==> config.mk <==
export PLATFORM = sky130hd
export DESIGN_NAME = multdiv_ctrl
export DESIGN_NICKNAME = d
export VERILOG_FILES = /design/src/rtl/multdiv_ctrl.sv
export SDC_FILE = /design/constraint.sdc
export NUM_CORES = 1
export LEC_CHECK = 0
export CORE_ASPECT_RATIO = 0.5
export CORE_MARGIN = 2
export CORE_UTILIZATION = 37
export DETAILED_ROUTE_END_ITERATION = 8
export PLACE_DENSITY_LB_ADDON = 0.05
export SYNTH_ARGS = -nofsm -noshare
export SYNTH_HDL_FRONTEND = slang
export SYNTH_SLANG_ARGS = --single-unit
==> constraint.sdc <==
create_clock -name clock -period 2.45 [get_ports clock]
set_clock_uncertainty 0.1 [all_clocks]
set_input_delay 0.3675 -clock clock [delete_from_list [all_inputs] [get_ports clock]]
set_output_delay 0.3675 -clock clock [all_outputs]
set_load 0.02 [all_outputs]
==> src/rtl/multdiv_ctrl.sv <==
// Sequencing controller for an iterative multiplier/divider pair: start pulses, per-iteration enables,
// result capture and a one-cycle ready strobe. Define DIV_ZERO_EARLY_EN to short-circuit divide-by-zero.
module multdiv_ctrl #(
  parameter int MULT_CYCLES = 16,
  parameter int DIV_CYCLES  = 32
) (
  input  logic        clock,
  input  logic        reset,
  input  logic        ctrl_MULT,
  input  logic        ctrl_DIV,
  input  logic [31:0] data_operandB,
  input  logic [31:0] mult_result,
  input  logic        mult_exception,
  input  logic [31:0] div_result,
  input  logic        div_exception,
  output logic        mult_start,
  output logic        div_start,
  output logic        mult_enable,
  output logic        div_enable,
  output logic [31:0] data_result,
  output logic        data_exception,
  output logic        data_resultRDY,
  output logic        busy
);

  typedef enum logic [1:0] {IDLE, RUN, CAPTURE, DONE} state_t;

  localparam logic [5:0] MULT_LAST = 6'(MULT_CYCLES - 1);
  localparam logic [5:0] DIV_LAST  = 6'(DIV_CYCLES - 1);

  state_t      state_q, state_d;
  logic [5:0]  cnt_q, cnt_d;
  logic        op_q, op_d;
  logic [31:0] result_q, result_d;
  logic        exc_q, exc_d;
  logic        rdy_q, rdy_d;
  logic        busy_q, busy_d;
  logic        men_q, men_d;
  logic        den_q, den_d;
  logic        start;

`ifdef DIV_ZERO_EARLY_EN
  logic        dz_q, dz_d;
`else
  logic        unused_b;
  assign unused_b = ^data_operandB;
`endif

  assign start      = ctrl_MULT | ctrl_DIV;
  assign mult_start = ctrl_MULT;
  assign div_start  = ctrl_DIV & ~ctrl_MULT;

  always_comb begin
    state_d  = state_q;
    cnt_d    = cnt_q;
    op_d     = op_q;
    result_d = result_q;
    exc_d    = exc_q;
`ifdef DIV_ZERO_EARLY_EN
    dz_d     = dz_q;
`endif
    case (state_q)
      RUN: begin
        cnt_d = cnt_q + 6'd1;
        if (cnt_q == (op_q ? DIV_LAST : MULT_LAST)) state_d = CAPTURE;
      end
      CAPTURE: begin
        state_d  = DONE;
        result_d = op_q ? div_result : mult_result;
        exc_d    = op_q ? div_exception : mult_exception;
`ifdef DIV_ZERO_EARLY_EN
        if (dz_q) begin
          result_d = 32'h0;
          exc_d    = 1'b1;
        end
`endif
      end
      DONE:    state_d = IDLE;
      default: state_d = state_q;
    endcase
    // A new request overrides everything, including a capture that would land this cycle.
    if (start) begin
      state_d  = RUN;
      cnt_d    = 6'd0;
      op_d     = ~ctrl_MULT;
      result_d = result_q;
      exc_d    = exc_q;
`ifdef DIV_ZERO_EARLY_EN
      dz_d = ~ctrl_MULT & (data_operandB == 32'h0);
      if (dz_d) state_d = CAPTURE;
`endif
    end
    busy_d = (state_d == RUN) || (state_d == CAPTURE);
    men_d  = (state_d == RUN) && !op_d;
    den_d  = (state_d == RUN) && op_d;
    rdy_d  = (state_d == DONE);
  end

  always_ff @(posedge clock) begin
    if (reset) begin
      state_q  <= IDLE;
      cnt_q    <= 6'd0;
      op_q     <= 1'b0;
      result_q <= 32'h0;
      exc_q    <= 1'b0;
      rdy_q    <= 1'b0;
      busy_q   <= 1'b0;
      men_q    <= 1'b0;
      den_q    <= 1'b0;
`ifdef DIV_ZERO_EARLY_EN
      dz_q     <= 1'b0;
`endif
    end else begin
      state_q  <= state_d;
      cnt_q    <= cnt_d;
      op_q     <= op_d;
      result_q <= result_d;
      exc_q    <= exc_d;
      rdy_q    <= rdy_d;
      busy_q   <= busy_d;
      men_q    <= men_d;
      den_q    <= den_d;
`ifdef DIV_ZERO_EARLY_EN
      dz_q     <= dz_d;
`endif
    end
  end

  assign mult_enable    = men_q;
  assign div_enable     = den_q;
  assign data_result    = result_q;
  assign data_exception = exc_q;
  assign data_resultRDY = rdy_q;
  assign busy           = busy_q;

endmodule

==> metrics.md <==
| Metric | Value |
|---|---|
| Outcome | `finished clean` |
| Max Cap Violations | `0` |
| Core area | `0.00598 sq mm` |
| Routed wire length | `5260 um` |
| ANT nets after route | `0` |
| Final Hold Viols | `0` |
| Storage cell area | `922 sq um` |
| Fraction of layout cells with a size suffix above 1 | `15.9%` |
| DRC Markers | `0` |
| Setup CP Type | `in2out` |
| CTS Buf Count | `5` |
| #FFs+latches synth | `46` |
| Die Y | `59.2 um` |
| IO Pins | `141` |
| Overflow after GRT | `0` |
| Largest net degree at the start of global routing | `35` |
| Yosys cell types | `31` |
| Worst skew pair latency | `0.28 ns` |
| Hold_ws | `0.330 ns` |
| Post-CTS setup buffers | `0` |
| H-Tree Depth | `2` |
| Pre-Repair DR Iteration Count | `4` |
| Crit path cell chain | `clkdlybuf4s50_1 -> nor2b_1 -> clkdlybuf4s50_1` |
| HP Start | `reset` |
| Nets@finish | `420` |
| WHS Path Cells | `2` |
| Reg2reg start | `cnt_q[0]` |
| Area occupied by multi-input gates | `0.00119 sq mm` |
| Die area | `0.00677 sq mm` |
| Leak Pwr | `1.13 nW` |
| Slew headroom | `60.6%` |
| Post-Synthesis Cells | `211` |
| Wire length per cell | `13.4 um` |
| Via count | `1,917` |
| Worst-case clock buffer depth | `2` |
| Worst Hold End | `busy` |
| Inserted Diodes | `0` |
| Yosys warnings | `0` |
| RePlAce Congestion | `0.768` |
| Adder-Cell Fraction of Synth Area | `1.67%` |
| TritonCTS clock tree | `built` |
| Reg-to-reg endpoint | `mult_enable` |
| Final worst path period share | `87.6%` |
| Most frequent cells in the layout | `107 x clkdlybuf4s50_1, 45 x dfxtp_1, 37 x nor2_1` |
| Setup TNS | `0 ns` |
| CP Buf/Inv Count | `2` |
| PD cells | `461 mW/mm^2` |
| Initial DRC Count | `51` |
| Post-Synth Simple-Gate Area | `13.4%` |
| Vias in the first global route | `1,888` |
| Arr. time, crit path | `1.68 ns` |
| WP data required | `1.98 ns` |
| Commonest non-fill, non-tap cell in the layout | `clkdlybuf4s50_1` |
| Routed vias/inst | `4.89` |
| CTS root buffer | `clkbuf_16` |
| Worst Tran Pin Value | `0.591 ns` |
| Port-buffer cells | `108` |
| Worst setup EP type | `primary output` |
| Seq/Total Area, Yosys | `40.9%` |
| First-pass GRT wire length | `8570 um` |
| Horiz. Die Dim | `114 um` |
| RSZ-0062 raised after global routing | `no` |
| Mapped Area | `0.00225 sq mm` |
| Floorplan row count | `20` |
| XOR/XNOR share of the synthesized area | `1.17%` |
| Multiplexer share of the synthesized area | `14.7%` |
| R2R setup slack | `0.43 ns` |
| Syn Nets | `316` |
| Cts repair resizes | `0` |
| Cts hold-fix bufs | `0` |
| Power Total | `0.00161 W` |
| Initial Utilization | `37.7%` |
| Syn-to-layout area delta | `54.8%` |
| Hold Path Class | `in2reg` |
| Sink Count | `46` |
| Fin. max-slew vios | `0` |
| Setup Viol. Count Final | `0` |
| Synth Area in Compound Gates | `22.1%` |
| CP max FO | `3` |
| FF-to-FF path depth | `6` |
| CP max-delay cell | `clkdlybuf4s50_1` |
| Fill cell count | `530` |
| Startpoint Class | `input port` |
| Main combinational cell family by area after synthesis | `compound AO/OA/AOI/OAI gates` |
| Minimum clock period | `2.15 ns` |
| Antenna violations before repair | `0` |
| CP top delay family | `buffers and inverters` |
| Avg Cell Area, Syn | `10.7 sq um` |
| CP most frequent cell | `clkdlybuf4s50_1` |
| Clock slew at reported path FFs | `0.06 ns` |
| Max Freq | `466 MHz` |
| Crit path largest cell delay | `0.61 ns` |
| DP HPWL | `3960 um` |
| Maximum VDD drop | `0.000258 V` |
| Total global-route track usage | `16.1%` |
[area by class of cell]
| class | count | area share, % |
|---|---|---|
| inverters | 2 | 0.215 |
| clock buffers | 5 | 3.59 |
| repair buffers | 114 | 32.5 |
| multi-input cells | 146 | 34.2 |
| flip-flops and latches | 46 | 26.4 |
| well taps | 77 | 2.76 |
| clock inverters | 2 | 0.287 |
[logic make-up after synthesis]
logic type	after synthesis
buffers and inverters	19
AOI/OAI and AO/OA	46
DFF	46
muxes	33
adders and majority gates	3
xor gates and xnor gates	3
and+or+nand+nor	61
[power by group]
group | switching (W) | internal, W
Sequential | 0.00000410 | 0.000754
Combinational | 0.0000842 | 0.000137
Clock | 0.000260 | 0.000368
Total | 0.000349 | 0.00126
[layer usage]
layer | global-route usage, % | share of wire (%)
met1 | 17.7 | 44
met2 | 30.6 | 48
met3 | 5.32 | 7.2
met4 | 4.18 | 1.2
met5 | 0 | 0
[worst reg2reg max path, stage by stage, from the launching register on]
cell	delay [ns]
dfxtp_1	0.39
ha_1	0.21
inv_1	0.08
or3_4	0.39
o41a_1	0.37
ha_1	0.19
and3b_1	0.18
[worst max-delay path by stage]
stage	start	to	slack [ns]	depth (start not counted)
finish	ctrl_DIV	div_start	0.30	3
global route	ctrl_DIV	div_start	0.26	3
CTS	ctrl_DIV	div_start	0.30	3
detailed placement	ctrl_MULT	data_result[10]	0.21	5
global placement	ctrl_MULT	data_result[19]	0.25	5
floorplan	cnt_q[0]	mult_enable	0.58	6
[state kept, by name, summed over array words and instances (netlist names)]
name            cells
cnt_q               6
data_result        32
op_q                1
mult_enable         1
busy                1
div_enable          1
state_q             2
data_exception      1
data_resultRDY      1
[synth_stat cells, drive strengths merged]
library cell | instances | area (sq um)
nand2b | 1 | 6.26
nor3b | 1 | 7.51
nor4b | 1 | 23.8
buf | 14 | 120
nand3b | 1 | 7.51
o21bai | 1 | 7.51
nor3 | 2 | 10.0
nand2 | 5 | 18.8
o41a | 1 | 11.3
dfxtp | 46 | 921
inv | 2 | 7.51
and3b | 1 | 8.76
a211oi | 33 | 413
nand3 | 2 | 10.0
nand4b | 1 | 8.76
or3 | 5 | 36.3
nor2 | 37 | 139
o31ai | 1 | 7.51
xor2 | 2 | 17.5
o41ai | 2 | 17.5
clkbuf | 3 | 11.3
ha | 3 | 37.5
a21oi | 5 | 25.0
o21ai | 3 | 15.0
xnor2 | 1 | 8.76
nor2b | 4 | 25.0
mux2i | 33 | 330
[stage by stage]
stage / util (%) / cell area (sq um) / cells / setup slack (ns)
3_3_place_gp: 56.0 / 3350 / 385 / 0.252
3_5_place_dp: 56.0 / 3350 / 385 / 0.213
5_1_grt: 58.3 / 3490 / 392 / 0.255
2_1_floorplan: - / 2250 / 211 / 0.577
4_1_cts: 58.3 / 3490 / 392 / 0.299
6_report: 58.3 / 3490 / 392 / 0.305
Power figures use the tool's default switching activity.
